==> config.mk <==
export PLATFORM = sky130hd
export DESIGN_NAME = dsp_cmd_sequencer
export DESIGN_NICKNAME = d
export VERILOG_FILES = /design/src/rtl/dsp_seq_pkg.sv /design/src/rtl/dsp_seq_fifo.sv /design/src/rtl/dsp_cmd_sequencer.sv
export SDC_FILE = /design/constraint.sdc
export NUM_CORES = 1
export LEC_CHECK = 0
export ABC_CLOCK_PERIOD_IN_PS = 4000
export BUFFER_PORTS_ARGS = -buffer_cell sky130_fd_sc_hd__buf_2
export CORE_UTILIZATION = 25
export DETAILED_ROUTE_END_ITERATION = 7
export GPL_TIMING_DRIVEN = 0
export PLACE_DENSITY = 0.45
export SLEW_MARGIN = 30
export SYNTH_ARGS = -nofsm -noshare
export SYNTH_HDL_FRONTEND = slang
export SYNTH_HIERARCHICAL = 1
export SYNTH_SLANG_ARGS = --single-unit
==> constraint.sdc <==
create_clock -name clk -period 4 [get_ports clk]
set_input_delay 0.2 -clock clk [delete_from_list [all_inputs] [get_ports clk]]
set_output_delay 0.2 -clock clk [all_outputs]
set_load 0.01 [all_outputs]
==> src/rtl/dsp_seq_pkg.sv <==
// -----------------------------------------------------------------------------
// dsp_seq_pkg
// Shared types and widths for the DSP48A1 command sequencer.
//   seq_state_t : sequencer FSM states (INIT, RUN, DRAIN)
//   dsp_res_t   : one captured slice result {p, carryout}
// -----------------------------------------------------------------------------
package dsp_seq_pkg;

    localparam int A_W  = 18;   // A/B/D operand width
    localparam int C_W  = 48;   // C operand and P result width
    localparam int OP_W = 8;    // OPMODE width

    typedef enum logic [1:0] {
        INIT  = 2'd0,
        RUN   = 2'd1,
        DRAIN = 2'd2
    } seq_state_t;

    typedef struct packed {
        logic [C_W-1:0] p;
        logic           carryout;
    } dsp_res_t;

endpackage

==> src/rtl/dsp_seq_fifo.sv <==
// -----------------------------------------------------------------------------
// dsp_seq_fifo
// Synchronous FIFO with occupancy count. Pointers carry one extra MSB so that
// full and empty are told apart when the index bits are equal. A push into an
// empty FIFO becomes visible on pop_data the following cycle (no bypass).
// Ports:
//   clk, rst_n       clock, asynchronous active-low reset
//   push, push_data  write one entry (ignored when full)
//   pop              remove head entry (ignored when empty)
//   pop_data         head entry (undefined while empty)
//   empty            no entries stored
//   count            number of stored entries, 0..DEPTH
// -----------------------------------------------------------------------------
module dsp_seq_fifo #(
    parameter int WIDTH = 49,
    parameter int DEPTH = 4
) (
    input  logic                     clk,
    input  logic                     rst_n,
    input  logic                     push,
    input  logic [WIDTH-1:0]         push_data,
    input  logic                     pop,
    output logic [WIDTH-1:0]         pop_data,
    output logic                     empty,
    output logic [$clog2(DEPTH):0]   count
);

    localparam int AW = $clog2(DEPTH);

    logic [WIDTH-1:0] mem [DEPTH];
    logic [AW:0]      wr_ptr;
    logic [AW:0]      rd_ptr;
    logic             full;

    assign empty    = (wr_ptr == rd_ptr);
    assign full     = (wr_ptr[AW] != rd_ptr[AW]) && (wr_ptr[AW-1:0] == rd_ptr[AW-1:0]);
    assign count    = wr_ptr - rd_ptr;
    assign pop_data = mem[rd_ptr[AW-1:0]];

    // NOTE: state registers use non-blocking assignments so every flop samples
    // the pre-edge values of its neighbours regardless of evaluation order.
    always_ff @(posedge clk or negedge rst_n) begin
        if (!rst_n) begin
            wr_ptr <= '0;
            rd_ptr <= '0;
        end else begin
            if (push && !full) begin
                wr_ptr <= wr_ptr + (AW+1)'(1);
            end
            if (pop && !empty) begin
                rd_ptr <= rd_ptr + (AW+1)'(1);
            end
        end
    end

    // NOTE: the storage array is deliberately not reset; an entry is only ever
    // read after it has been written, and skipping the reset lets it map to RAM.
    always_ff @(posedge clk) begin
        if (push && !full) begin
            mem[wr_ptr[AW-1:0]] <= push_data;
        end
    end

endmodule

==> src/rtl/dsp_cmd_sequencer.sv <==
// -----------------------------------------------------------------------------
// dsp_cmd_sequencer
// Initiator-side driver for a DSP48A1 slice. Commands arriving on a valid/ready
// stream are registered straight onto the slice inputs, a valid bit follows
// each one down a PIPE_LAT-deep shift register, and the slice output is
// captured into a result FIFO when that bit falls out of the end. A credit
// check at accept time guarantees every in-flight result has a FIFO slot, so
// the slice clock enable never has to drop.
//
// Optional build macro: DSP_SEQ_CHECK_EN adds cmd_exp/cmd_chk inputs that ride
// along with each command and a mismatch pulse / saturating err_cnt output.
//
// Ports:
//   clk, rst_n                 clock, asynchronous active-low reset
//   cmd_valid/cmd_ready        command handshake
//   cmd_opmode, cmd_a/b/d/c,   command fields copied onto the slice inputs
//   cmd_carryin
//   flush / flush_done         drain request (level) / drain complete (pulse)
//   dsp_a/b/d/c, dsp_opmode,   registered slice inputs
//   dsp_carryin
//   dsp_rst, dsp_ce            slice reset (active high) and clock enable
//   dsp_p, dsp_carryout        slice outputs
//   res_valid/res_ready,       result stream, head of the result FIFO
//   res_p, res_carryout
//   busy                       results in flight or waiting in the FIFO
//   cmd_exp, cmd_chk,          (DSP_SEQ_CHECK_EN only) expected-result check
//   mismatch, err_cnt
// -----------------------------------------------------------------------------
module dsp_cmd_sequencer
    import dsp_seq_pkg::*;
#(
    parameter int PIPE_LAT   = 4,
    parameter int FIFO_DEPTH = 4,
    parameter int RST_CYC    = 2
) (
    input  logic             clk,
    input  logic             rst_n,
    input  logic             cmd_valid,
    output logic             cmd_ready,
    input  logic [OP_W-1:0]  cmd_opmode,
    input  logic [A_W-1:0]   cmd_a,
    input  logic [A_W-1:0]   cmd_b,
    input  logic [A_W-1:0]   cmd_d,
    input  logic [C_W-1:0]   cmd_c,
    input  logic             cmd_carryin,
`ifdef DSP_SEQ_CHECK_EN
    input  logic [C_W-1:0]   cmd_exp,
    input  logic             cmd_chk,
    output logic             mismatch,
    output logic [15:0]      err_cnt,
`endif
    input  logic             flush,
    output logic             flush_done,
    output logic [A_W-1:0]   dsp_a,
    output logic [A_W-1:0]   dsp_b,
    output logic [A_W-1:0]   dsp_d,
    output logic [C_W-1:0]   dsp_c,
    output logic [OP_W-1:0]  dsp_opmode,
    output logic             dsp_carryin,
    output logic             dsp_rst,
    output logic             dsp_ce,
    input  logic [C_W-1:0]   dsp_p,
    input  logic             dsp_carryout,
    output logic             res_valid,
    input  logic             res_ready,
    output logic [C_W-1:0]   res_p,
    output logic             res_carryout,
    output logic             busy
);

    localparam int IF_W = $clog2(PIPE_LAT + 1);
    localparam int FC_W = $clog2(FIFO_DEPTH) + 1;
    localparam int OS_W = $clog2(FIFO_DEPTH + PIPE_LAT + 1);
    localparam int RC_W = (RST_CYC > 1) ? $clog2(RST_CYC) : 1;

    seq_state_t          state;
    logic [RC_W-1:0]     rst_cnt;
    logic                done_sent;      // flush_done already issued for this flush
    logic [PIPE_LAT-1:0] vld;
    logic [IF_W-1:0]     inflight;
    logic [FC_W-1:0]     fifo_count;
    logic                fifo_empty;
    logic [OS_W-1:0]     outstanding;
    dsp_res_t            res_head;
    dsp_res_t            res_in;
    logic                accept;
    logic                capture;
    logic                res_pop;

    assign capture     = vld[PIPE_LAT-1];
    assign outstanding = OS_W'(fifo_count) + OS_W'(inflight);

    // cmd_ready must respond to flush and to the current credit count in the
    // same cycle, otherwise a command could be accepted without a free slot.
    assign cmd_ready = (state == RUN) && !flush && (outstanding < OS_W'(FIFO_DEPTH));
    assign accept    = cmd_valid && cmd_ready;

    assign dsp_ce    = 1'b1;
    assign res_valid = !fifo_empty;
    assign res_pop   = res_valid && res_ready;
    assign busy      = (inflight != '0) || !fifo_empty;

    // The FIFO head is forced to zero while empty so the result bus shows a
    // defined value out of reset without resetting the storage.
    assign res_p        = res_valid ? res_head.p        : '0;
    assign res_carryout = res_valid ? res_head.carryout : 1'b0;

    assign res_in = '{p: dsp_p, carryout: dsp_carryout};

    // ---------------------------------------------------------------- FSM
    always_ff @(posedge clk or negedge rst_n) begin
        if (!rst_n) begin
            state      <= INIT;
            rst_cnt    <= '0;
            dsp_rst    <= 1'b1;
            done_sent  <= 1'b0;
            flush_done <= 1'b0;
        end else begin
            flush_done <= 1'b0;
            case (state)
                INIT: begin
                    if (rst_cnt == RC_W'(RST_CYC - 1)) begin
                        dsp_rst <= 1'b0;
                        state   <= RUN;
                    end else begin
                        rst_cnt <= rst_cnt + RC_W'(1);
                    end
                end
                RUN: begin
                    if (flush) begin
                        done_sent <= 1'b0;
                        state     <= DRAIN;
                    end
                end
                DRAIN: begin
                    if (!done_sent) begin
                        if (inflight == '0) begin
                            flush_done <= 1'b1;
                            if (flush) begin
                                done_sent <= 1'b1;
                            end else begin
                                state <= RUN;
                            end
                        end
                    end else if (!flush) begin
                        state <= RUN;
                    end
                end
                default: state <= INIT;
            endcase
        end
    end

    // ----------------------------------------------------- issue and track
    always_ff @(posedge clk or negedge rst_n) begin
        if (!rst_n) begin
            dsp_a       <= '0;
            dsp_b       <= '0;
            dsp_d       <= '0;
            dsp_c       <= '0;
            dsp_opmode  <= '0;
            dsp_carryin <= 1'b0;
            vld         <= '0;
            inflight    <= '0;
        end else begin
            if (accept) begin
                dsp_a       <= cmd_a;
                dsp_b       <= cmd_b;
                dsp_d       <= cmd_d;
                dsp_c       <= cmd_c;
                dsp_opmode  <= cmd_opmode;
                dsp_carryin <= cmd_carryin;
            end
            vld      <= (vld << 1) | PIPE_LAT'(accept);
            inflight <= inflight + IF_W'(accept) - IF_W'(capture);
        end
    end

    // ----------------------------------------------------------- result FIFO
    dsp_seq_fifo #(
        .WIDTH ($bits(dsp_res_t)),
        .DEPTH (FIFO_DEPTH)
    ) u_fifo (
        .clk       (clk),
        .rst_n     (rst_n),
        .push      (capture),
        .push_data (res_in),
        .pop       (res_pop),
        .pop_data  (res_head),
        .empty     (fifo_empty),
        .count     (fifo_count)
    );

`ifdef DSP_SEQ_CHECK_EN
    // ------------------------------------------------------ result checker
    // Expected values travel alongside vld; chk_sr marks which of them count.
    logic [C_W-1:0]      exp_sr [PIPE_LAT];
    logic [PIPE_LAT-1:0] chk_sr;
    logic                miss;

    assign miss = capture && chk_sr[PIPE_LAT-1] && (dsp_p != exp_sr[PIPE_LAT-1]);

    // Expected values are only consulted where chk_sr is set, so no reset.
    always_ff @(posedge clk) begin
        exp_sr[0] <= cmd_exp;
        for (int i = 1; i < PIPE_LAT; i++) begin
            exp_sr[i] <= exp_sr[i-1];
        end
    end

    always_ff @(posedge clk or negedge rst_n) begin
        if (!rst_n) begin
            chk_sr   <= '0;
            mismatch <= 1'b0;
            err_cnt  <= '0;
        end else begin
            chk_sr   <= (chk_sr << 1) | PIPE_LAT'(accept && cmd_chk);
            mismatch <= miss;
            if (miss && (err_cnt != '1)) begin
                err_cnt <= err_cnt + 16'd1;
            end
        end
    end
`endif

endmodule

==> reports/qor.txt <==
Routed Wire Length - 31100 um
Std-Cell Rows - 81
Crit path max fanout - 15
Critical path capture point type - register
Count leader, synth - edfxtp_1
Post-Syn Area - 12600 um^2
DRT iter0 DRCs - 238
Share of flip-flops with an asynchronous set or reset - 0.399
Vias in the first global route - 8384
DRT met1 WL - 13100 um
Critical path cell sequence - buf_4 > inv_1 > fa_1 > xnor2_1 > ha_1 > nor3_2 > nand4_1 > buf_2 > ha_1 > inv_1 > ha_1 > fa_1 > xnor2_1 > xnor2_1
Clock latency on the worst-skew pair - 0.53 ns
Leakage power - 7.47 nW
Initial Util - 0.255
Crit path DAT - 4.11 ns
Peak supply drop - 0.000367 V
Overall routing resource usage - 0.125
Vert. Die Dim - 226 um
Gate Count Post-Synth - 639
Final setup viols - 0
CTS tree - built
Period utilization - 0.913
Clk_skew - 0.00884 ns
Diodes inserted - 0
Critical path type - reg2reg
Layout cells sized above 1 - 0.427
First-pass GRT wire length - 48400 um
Max Cap Viol - 0
Hold path startpoint - res_ready
Hold path depth - 4
CTS clk-pin slew, worst paths - 0.06 ns
Sequential area share after synthesis - 0.728
Slowest cell on crit path - fa_1
Via/cell ratio - 4.05
Netlist cell types - 38
Longest Clk Path Bufs - 3
Status - completed
Hpwl dp - 20500 um
R2R cell count - 14
Largest net degree at the start of global routing - 76
Number of CTS-inserted buffers - 39
Worst hold path class - in2reg
RSZ-0062 raised after global routing - no
Drc violations - 0
Ports - 331
Hold Path End - u_fifo/rd_ptr[0]
GRT overflow - 0
Die width - 226 um
Top cells by area, synth - edfxtp_1 47%, dfrtp_1 26%, mux4_2 8.8%
Post-CTS Setup Bufs - 0
Yosys warns - 6
Syn nets - 817
Metal3 WL - 2630 um
Die ar. - 51100 um^2
DR top layer - met5
Setup TNS - 0 ns
Buf+Inv Stages, Crit Path - 4
Wirelength per Cell - 16.7 um
Clock sinks - 326
GP Congestion - 0.713
Synth top area share - 0.469
Buffers added on ports - 329
Hold Vio Cnt, Final - 0
Root cell of the clock tree - clkbuf_16
Core Area - 49300 um^2
Worst r2r src - u_fifo/rd_ptr[1]
PwrDens - 691 nW/um^2
Final #Nets - 1353
Worst setup path start - u_fifo/rd_ptr[1]
Antenna violations before repair - 1
Area Growth Syn to Fin - 43.8%
Cell taking the most area after synthesis - edfxtp_1
DRT Pass-1 Iters - 4
Post-DRT Antenna Nets - 0
Slew headroom - 0.515
Post-Syn Area per Cell - 19.7 um^2
Top_reg_cell synth - edfxtp_1
H-Tree Depth - 2
Yosys reg bits - 326
Final min period - 3.65 ns
Reg2Reg Capture Point - inflight[2]
EDFF count, synth - 196
Fmax achieved - 274 MHz
Crit-path max cell delay - 0.41 ns
Worst EP required - 4.45 ns
DR vias - 7565
Final Util - 0.367
Family with the most delay on the worst path - adder cells
Most frequent cells after synthesis - 196 x edfxtp_1, 129 x dfrtp_1, 70 x mux2_1, 50 x nor2b_1, 49 x mux4_2
Worst R2R Setup Slack - 0.35 ns
Max Slew Vio Count - 0
Slew @ Worst Pin - 0.727 ns
Met2 routed WL - 14700 um
CP startpoint kind - register
-- cell families after synthesis --
logic type | count (synthesis) | share of synthesized area
and+or+nand+nor | 73 | 0.0351
AOI/OAI and AO/OA | 11 | 0.00687
adders and majority gates | 13 | 0.0141
muxes | 165 | 0.192
DFF | 326 | 0.728
other | 1 | 0.000299
xor gates and xnor gates | 6 | 0.00478
buffers and inverters | 44 | 0.0192
-- worst min-delay path, stage by stage --
cell     delay (ns)
buf_2          0.10
nor2b_1        0.14
o21ai_2        0.08
xnor2_1        0.06
-- metrics by stage --
stage | cells | setup WS [ns] | power [mW] | hold slack [ns] | instance area, um^2
floorplan | 639 | 0.520 | 7.21 | -0.0956 | 12600
global placement | 1632 | -0.398 | 9.04 | 0.332 | 15000
detailed placement | 1637 | -0.476 | 9.07 | 0.174 | 15200
CTS | 1869 | 0.153 | 12.8 | 0.0428 | 18100
global route | 1869 | 0.00350 | 13.4 | 0.0683 | 18100
finish | 1869 | 0.348 | 12.5 | 0.0854 | 18100
-- where the power goes --
| part | leakage (nW) | internal (mW) | switching (mW) | total, mW |
|---|---|---|---|---|
| Clock | 0.621 | 2.09 | 1.35 | 3.44 |
| Sequential | 3.38 | 4.27 | 0.349 | 4.62 |
| Combinational | 3.47 | 2.13 | 2.29 | 4.42 |
| Total | 7.47 | 8.50 | 3.99 | 12.5 |
-- registers in the layout (all words and copies together) (netlist names), 2 cells and up --
| signal | count |
|---|---|
| vld | 4 |
| dsp_c | 48 |
| dsp_opmode | 8 |
| dsp_a | 18 |
| u_fifo/mem | 196 |
| u_fifo/rd_ptr | 3 |
| state | 2 |
| dsp_b | 18 |
| u_fifo/wr_ptr | 3 |
| inflight | 3 |
| dsp_d | 18 |
-- final cells by class --
type	instances	area (um^2)
plain buffers	29	188
well taps	664	831
flip-flops and latches	326	9140
clock buffers	56	1130
inverters	14	52.6
multi-input cells	269	3190
clock inverters	15	123
fillers	4757	31200
repair buffers	496	3400
-- worst max-delay path by stage --
stage / slack, ns / to / depth (start not counted)
3_3_place_gp: -0.40 / inflight[2] / 15
6_report: 0.35 / inflight[2] / 14
3_5_place_dp: -0.48 / inflight[2] / 15
2_1_floorplan: 0.52 / inflight[2] / 15
5_1_grt: 0.004 / inflight[2] / 14
4_1_cts: 0.15 / inflight[2] / 14
-- metal layers --
layer | global-route usage | vias up
met3 | 0.0476 | 43
met4 | 0.0362 | 2
met2 | 0.204 | 275
met1 | 0.154 | 3748
li1 | - | 3497
met5 | 0 | -
-- placed cells by master (no fill, tap or decap), types with 2 or more instances in the layout --
cell and instances:
bufinv_16 2, dlygate4sd3_1 162, o21ai_0 3, fa_1 2, mux2_1 70, mux2_2 43
o22ai_1 2, buf_6 7, ha_1 11, clkbuf_1 19, clkinv_1 5, dfrtp_1 129
edfxtp_1 196, nand2_1 7, clkbuf_16 41, buf_4 4, clkbuf_8 5, buf_2 337
nor2b_1 50, mux2i_1 2, inv_1 14, nor3_1 2, and2_4 4, clkinv_2 7
buf_16 3, mux4_2 49, buf_12 2, xnor2_1 5
-- repair_timing --
action | 4_1_cts | 5_1_grt
hold endpoints to repair | 364 | 0
setup endpoints to repair | 52 | 1
gates resized for setup | 2 | 1
hold buffers | 162 | 0
(Power assumes the default switching activity.)
